===== config.mk =====
export PLATFORM = sky130hd
export DESIGN_NAME = sdram_arbiter
export DESIGN_NICKNAME = d
export VERILOG_FILES = /design/src/rtl/sdram_arbiter.sv
export SDC_FILE = /design/constraint.sdc
export NUM_CORES = 1
export LEC_CHECK = 0
export CAP_MARGIN = 20
export CORE_MARGIN = 4
export CORE_UTILIZATION = 35
export CTS_CLUSTER_SIZE = 10
export DETAILED_ROUTE_END_ITERATION = 8
export DONT_BUFFER_PORTS = 1
export SYNTH_ARGS = -nofsm -noshare
export SYNTH_HDL_FRONTEND = slang
export SYNTH_SLANG_ARGS = --single-unit

===== constraint.sdc =====
create_clock -name clock_50m -period 2.06 [get_ports clock_50m]
set_input_delay 0.618 -clock clock_50m [delete_from_list [all_inputs] [get_ports clock_50m]]
set_output_delay 0.618 -clock clock_50m [all_outputs]
set_load 0.02 [all_outputs]

===== src/rtl/sdram_arbiter.sv =====
// Two-requester round-robin arbiter in front of a single-beat SDRAM controller.
// One access in flight at a time; each access ends with a done pulse, and err
// is raised with it if the controller never acked.
module sdram_arbiter #(
    parameter int ADDR_W  = 24,
    parameter int DATA_W  = 16,
    parameter int TIMEOUT = 1023
) (
    input  logic              clock_50m,
    input  logic              reset_n,
    input  logic              m0_req,
    input  logic              m1_req,
    input  logic              m0_we,
    input  logic              m1_we,
    input  logic [ADDR_W-1:0] m0_addr,
    input  logic [ADDR_W-1:0] m1_addr,
    input  logic [DATA_W-1:0] m0_wdata,
    input  logic [DATA_W-1:0] m1_wdata,
    output logic              m0_done,
    output logic              m1_done,
    output logic              m0_err,
    output logic              m1_err,
    output logic [DATA_W-1:0] rdata,
    output logic              sdram_wr_req,
    output logic              sdram_rd_req,
    output logic [ADDR_W-1:0] sdram_wr_addr,
    output logic [ADDR_W-1:0] sdram_rd_addr,
    output logic [DATA_W-1:0] sdram_wr_data,
    output logic [8:0]        sdwr_bytes,
    output logic [8:0]        sdrd_bytes,
    input  logic              sdram_wr_ack,
    input  logic              sdram_rd_ack,
    input  logic [DATA_W-1:0] sdram_rd_data,
    input  logic              sdram_init_done,
    input  logic              sdram_busy,
    output logic              grant
);

    typedef enum logic [1:0] {IDLE, WAIT, DONE} state_t;

    state_t              state, state_nxt;
    logic [9:0]          wait_cnt;
    logic                we_q;
    logic [ADDR_W-1:0]   addr_q;
    logic [DATA_W-1:0]   wdata_q;
    logic                err_q;
    logic                accept;
    logic                pick;
    logic                ack_hit;
    logic                timed_out;

    assign accept    = (state == IDLE) && sdram_init_done && !sdram_busy && (m0_req || m1_req);
    assign ack_hit   = we_q ? sdram_wr_ack : sdram_rd_ack;
    assign timed_out = (wait_cnt == 10'(TIMEOUT));

    // Round-robin pick: a lone requester wins, on contention the one not last granted wins
    always_comb begin
        pick = m1_req;
        if (m0_req && m1_req) pick = ~grant;
    end

    // State register
    always_ff @(posedge clock_50m or negedge reset_n) begin
        if (!reset_n) state <= IDLE;
        else          state <= state_nxt;
    end

    // Next-state: an ack (even on the timeout cycle) or the timeout is the only way out of WAIT
    always_comb begin
        state_nxt = state;
        case (state)
            IDLE:    if (accept) state_nxt = WAIT;
            WAIT:    if (ack_hit || timed_out) state_nxt = DONE;
            DONE:    state_nxt = IDLE;
            default: state_nxt = IDLE;
        endcase
    end

    // Outputs decoded from state and the latched access
    always_comb begin
        sdram_wr_req = (state == WAIT) && we_q;
        sdram_rd_req = (state == WAIT) && !we_q;
        m0_done      = (state == DONE) && !grant;
        m1_done      = (state == DONE) && grant;
        m0_err       = m0_done && err_q;
        m1_err       = m1_done && err_q;
    end

    // Latch the winning request, run the wait counter, capture read data and outcome
    always_ff @(posedge clock_50m or negedge reset_n) begin
        if (!reset_n) begin
            grant    <= 1'b1;
            we_q     <= 1'b0;
            addr_q   <= '0;
            wdata_q  <= '0;
            wait_cnt <= '0;
            err_q    <= 1'b0;
            rdata    <= '0;
        end else begin
            if (accept) begin
                grant    <= pick;
                we_q     <= pick ? m1_we    : m0_we;
                addr_q   <= pick ? m1_addr  : m0_addr;
                wdata_q  <= pick ? m1_wdata : m0_wdata;
                wait_cnt <= '0;
            end else if (state == WAIT) begin
                wait_cnt <= wait_cnt + 10'd1;
            end
            if ((state == WAIT) && (ack_hit || timed_out)) err_q <= !ack_hit;
            if ((state == WAIT) && !we_q && sdram_rd_ack) rdata <= sdram_rd_data;
        end
    end

    assign sdram_wr_addr = addr_q;
    assign sdram_rd_addr = addr_q;
    assign sdram_wr_data = wdata_q;
    assign sdwr_bytes    = 9'd1;
    assign sdrd_bytes    = 9'd1;

endmodule


==> results of run 1 <==
-- cell usage after synthesis (all sizes together) --
cell type / n / share of area
a21boi: 1 / 0.0021
a21o: 1 / 0.0021
a21oi: 44 / 0.062
a31oi: 1 / 0.0018
a41oi: 1 / 0.0025
and2: 2 / 0.0036
and3: 3 / 0.0053
and4: 1 / 0.0025
and4b: 1 / 0.0028
buf: 59 / 0.12
conb: 2 / 0.0021
dfrtp: 70 / 0.50
dfstp: 1 / 0.0075
ha: 1 / 0.0036
mux2: 17 / 0.054
mux2i: 41 / 0.12
nand2: 8 / 0.0085
nand2b: 2 / 0.0036
nand3: 3 / 0.0043
nand4: 2 / 0.0036
nor2: 53 / 0.059
nor2b: 3 / 0.0053
nor4b: 1 / 0.0043
o21a: 1 / 0.0021
o21ai: 1 / 0.0014
or3: 1 / 0.0018
xnor2: 1 / 0.0025
xor2: 7 / 0.017
-- registers in the layout, indices dropped and copies added, names as in the netlist --
| register | cells |
|---|---|
| err_q | 1 |
| state | 2 |
| sdram_wr_data | 16 |
| rdata | 16 |
| we_q | 1 |
| grant | 1 |
| wait_cnt | 10 |
| sdram_rd_addr | 24 |
-- metrics by stage --
step                      worst slack (ps)  total power [mW]
after CTS                            35.37             5.914
after floorplan                      512.6             4.801
after global routing                 4.469             6.204
after global placement               325.1             4.730
after detailed placement             315.8             4.790
final                                84.59             5.812
-- placed cells by master (no fill, tap or decap), drive strengths merged --
cell / count
xnor2: 1
nand2: 8
nand4: 2
nor2: 53
clkbuf: 12
bufinv: 1
nor2b: 3
o21ai: 1
xor2: 7
buf: 5
and4: 1
nand2b: 2
ha: 1
a21boi: 1
or3: 1
a21oi: 44
mux2i: 41
and3: 3
a21o: 1
mux2: 17
and4b: 1
dfrtp: 70
dfstp: 1
clkinv: 3
and2: 2
nand3: 3
a41oi: 1
o21a: 1
a31oi: 1
conb: 18
nor4b: 1
-- layout make-up --
| type | count | area, um^2 |
|---|---|---|
| Clock buffer | 12 | 145.1 |
| Tap cell | 133 | 166.4 |
| Timing Repair Buffer | 5 | 75.07 |
| Clock inverter | 4 | 45.04 |
| Sequential cell | 71 | 1778 |
| Fill cell | 974 | 6166 |
| Multi-Input combinational cell | 215 | 1399 |
-- kinds of logic after synthesis --
logic type / count (synthesis) / synth area share
xor gates and xnor gates: 8 / 0.01989
muxes: 58 / 0.1708
DFF: 71 / 0.5046
buffers and inverters: 59 / 0.1204
other: 2 / 0.002131
AOI/OAI and AO/OA: 50 / 0.07458
adders and majority gates: 1 / 0.003551
and+or+nand+nor: 80 / 0.1040
-- power breakdown --
part	total (mW)	internal (mW)	switching, mW
sequential	3.60	2.00	1.60
combinational	1.13	0.557	0.572
clock	1.08	0.588	0.495
total	5.81	3.15	2.66
-- metal layers --
layer,global-route usage,part of all wire
met3,0.07045,0.13
met1,0.1274,0.37
met5,0,0
met2,0.2065,0.49
met4,0.03607,0.011
-- what timing repair did --
action / in CTS / in global routing
hold endpoints to repair: 70 / 70
resized for setup: 2 / 0
setup endpoints to repair: 1 / 0
-- path summary, 6_finish.rpt --
check	to	slack (ps)	cells past startpoint
min in group clock_50m	rdata[14]	430	1
hold / removal	rdata[15]	-30	0
max in group asynchronous	grant	1890	0
setup reg to reg	sdram_rd_addr[17]	470	5
hold reg to reg	wait_cnt[6]	550	2
setup / recovery	m1_err	80	1
==> metrics.txt, run 1 <==
status finished, violations left; violated checks negative hold slack; Final ANT Viol Nets 0; number of cells in the finished layout apart from fillers 440; Synth Warn # 0; Die W 108.3 um; Final nets 409; CTS tree done; RSZ-0062 raised after global routing no; final hold vios 70; critical-path cell list and3_1; clock latency at the later pin of the worst-skew pair 330 ps; CP Launch Point grant; critical path required time 1440 ps; Worst EP arrival 1360 ps; Crit-path slowest cell dfstp_2; root buffer cell clkbuf_8; Post-Syn Instances 329; RD Place Congestion 0.7421; fin util 0.3692; worst r2r src state[0]; largest net degree at the start of global routing 72; WP buf/inv 0; DRC viols 0; post-route minimum period 1975 ps; Finish-stage setup viols 0; Max Cap Violations 0; crit-path max cell delay 700 ps; clock buffer depth 2; number of max-slew violations in the final report 0; nature of the critical path endpoint primary output; cts bufs inserted 9; drt via density 4.845; pwr dens 1611 nW/um^2; Core ar. 9774 um^2; Syn Area/Cell 10.71 um^2; Clock Skew 9.337 ps; Worst IR Drop VDD 0.5453 mV; drt pass-1 iters 4; layout cells sized above 1 0.1401; Post-CTS Setup Repair Bufs 0; I/O Pins 211; global-route wire length before repair 10.90 mm; sequential area share after synthesis 0.5046; vias in the first global route 2232; hold crit path type in2async; hpwl dp 5.559 mm; GR Util All Layers 0.1214; Fmax achieved 506.2 MHz; Reg clk slew, reported paths 80 ps; crit-path max FO 7; setup_tns 0 ps; critical path launch point type flop; CP Class reg2out; die area 11740 um^2; row count 36; final hold slack -25.93 ps; 1st-iter DRT viols 134; family with the most delay on the worst path flip-flops; post-synthesis cell area 3523 um^2; leakage 1.589 nW; port buffer count 0; DIE HEIGHT 108.3 um; Clock Sinks 71; initial antenna violation count 0; Post-Place Cells 424; #FFs+latches synth 71; Routed Wire Length 7.517 mm; dpl cell area 3413 um^2; ant diodes 0; WL/cell 17.08 um; Starting Density 0.3605; total global routing overflow 0; Layout area overhead 2.415%; H-Tree Depth 3; Design Area, Final 3608 um^2; Synth cell types 31; vias 2132; final worst path period share 0.9589
Power figures use the tool's default switching activity.
==> run 2, diff against run 1 <==
--- a/config.mk
+++ b/config.mk
@@ -11,6 +11,8 @@
 export CTS_CLUSTER_SIZE = 10
 export DETAILED_ROUTE_END_ITERATION = 8
 export DONT_BUFFER_PORTS = 1
+export GPL_TIMING_DRIVEN = 0
+export SETUP_SLACK_MARGIN = 0.2
 export SYNTH_ARGS = -nofsm -noshare
 export SYNTH_HDL_FRONTEND = slang
 export SYNTH_SLANG_ARGS = --single-unit
==> run 2 against run 1 <==
- the run still ends with negative hold slack left
- routed wire length grew 14%
- hold slack lost 8.9 ps
- via count grew 11%
==> metrics.txt, run 2 (synthesis gave the netlist of run 1 again) <==
WL/cell 17.26 um (+1.0%); most frequent cells in the layout dfrtp_1 (69), buf_4 (52), nor2_1 (50); status finished, violations left; die area 11740 um^2 (unchanged); Routed Wire Length 8.577 mm (+14%); most crowded layer after global routing met2; global-route wire length before repair 12.45 mm (+14%); Max Cap Violations 0 (unchanged); DRC viols 0 (unchanged); crit-path max FO 7 (unchanged); vias 2358 (+11%); Clock Sinks 71 (unchanged); Final ANT Viol Nets 0 (unchanged); Reg clk slew, reported paths 80 ps (about the same); violated checks negative hold slack; CTS tree done; row count 36 (unchanged); Starting Density 0.3605 (unchanged); port buffer count 0 (unchanged); CP Class reg2out; Worst IR Drop VDD 0.6352 mV (+16%); root buffer cell clkbuf_8; final worst path period share 0.9278 (-0.03113); DIE HEIGHT 108.3 um (unchanged); final hold vios 70 (unchanged); hold crit path type in2async; family with the most delay on the worst path flip-flops; nature of the critical path endpoint primary output; Final nets 466 (+14%); met2 GRT Util 0.2425 (+0.03597); final hold slack -34.86 ps (-8.924 ps); Crit-path slowest cell dfstp_4; drt pass-1 iters 4 (unchanged); Worst EP arrival 1290 ps (-70 ps); setup_tns 0 ps (unchanged); worst-case reg-to-reg path depth 6 (+1); pwr dens 1600 nW/um^2 (-0.68%); WP buf/inv 0 (unchanged); RSZ-0062 raised after global routing yes; post-route minimum period 1911 ps (-64.14 ps); initial antenna violation count 0 (unchanged); RD Place Congestion 0.7295 (-1.7%); largest net degree at the start of global routing 72 (unchanged); I/O Pins 211 (unchanged); grt met1 use 0.1493 (+0.02191); hpwl dp 6.535 mm (+18%); H-Tree Depth 3 (unchanged); Fmax achieved 523.2 MHz (+3.4%); met3 Usage GRT 0.06507 (-0.005373); leakage 1.873 nW (+18%); clock buffer depth 2 (unchanged); worst r2r src state[1]; critical-path cell list and3_4; drt via density 4.744 (-2.1%); total global routing overflow 0 (unchanged); clock latency at the later pin of the worst-skew pair 340 ps (about the same); max reg flops 24 (unchanged); CP Depth 1 (unchanged); Core ar. 9774 um^2 (unchanged); critical path required time 1440 ps (about the same); Die W 108.3 um (unchanged); 1st-iter DRT viols 79 (-41%); critical path launch point type flop; total power 6.475 mW (+11%); ant diodes 0 (unchanged); Clock Skew 5.906 ps (-3.431 ps); number of max-slew violations in the final report 0 (unchanged); cts bufs inserted 9 (unchanged); crit-path max cell delay 710 ps (about the same); Finish-stage setup viols 0 (unchanged); internal reg-to-reg setup slack 320 ps (-150 ps); GR Util All Layers 0.1391 (+0.01768); leading cell type in the layout, fill and taps excluded dfrtp_1; layout cells sized above 1 0.2967 (+0.1566); vias in the first global route 2426 (+8.7%); Layout area overhead 14.88%; worst reg2reg path endpoint sdram_wr_data[13]
## run 2: cell types whose count changed in the layout (fill, tap and decap cells not counted), moves of 2 or more
| cell | before | now |
|---|---|---|
| buf_4 | 2 | 52 |
| and2_1 | 2 | 0 |
| clkbuf_1 | 2 | 0 |
| nor2_4 | 1 | 3 |
| buf_2 | 0 | 9 |
| nor2b_2 | 2 | 0 |
| nor2b_4 | 0 | 2 |
| buf_12 | 3 | 0 |
| nor2_1 | 52 | 50 |
## run 2: through the flow
stage / std cells / util / setup WS, ps / cell area (um^2)
floorplan: 345 / - / 512.6 / 3583
global placement: 478 / 0.3836 / 267.6 / 3750
detailed placement: 478 / 0.3836 / 247.1 / 3750
CTS: 495 / 0.4103 / 101.9 / 4010
global route: 497 / 0.4141 / 99.51 / 4048
finish: 497 / 0.4141 / 148.7 / 4048
## run 2: worst max-delay path by stage
stage / slack [ps] / startpoint / to
floorplan: 510 / state[1] / m0_done
global placement: 270 / sdram_busy / sdram_wr_data[13]
CTS: 100 / grant / m1_err
detailed placement: 250 / sdram_busy / sdram_wr_data[13]
finish: 150 / grant / m1_err
global route: 100 / grant / m1_err
## run 2: area by class of cell
cell class / instances / area [um^2]
fill: 958 / 5727
sequential: 71 / 1783
multi-input combinational: 215 / 1430
buffer: 59 / 424.2
tap: 133 / 166.4
clock buffer: 10 / 137.6
clock inverter: 6 / 83.83
timing repair buffer: 3 / 22.52
## run 2: what timing repair did
item                                    in CTS  in global routing
gates cloned                                 0                  0
pin swaps                                    1                  4
resized for setup                           12                  6
setup buffers                                1                  2
endpoints found under the setup margin       6                  6
endpoints found under the hold margin       70                 70
## run 2: where the power goes
part	switching [mW]	internal [mW]	total (mW)
Sequential	1.28	2.02	3.30
Clock	0.516	0.710	1.23
Combinational	1.02	0.924	1.95
## run 2: routing by layer
layer / part of all wire / vias up
li1: - / 1110
met4: 0.0090 / 0
met2: 0.51 / 127
met1: 0.37 / 1112
met3: 0.11 / 9
met5: 0 / -
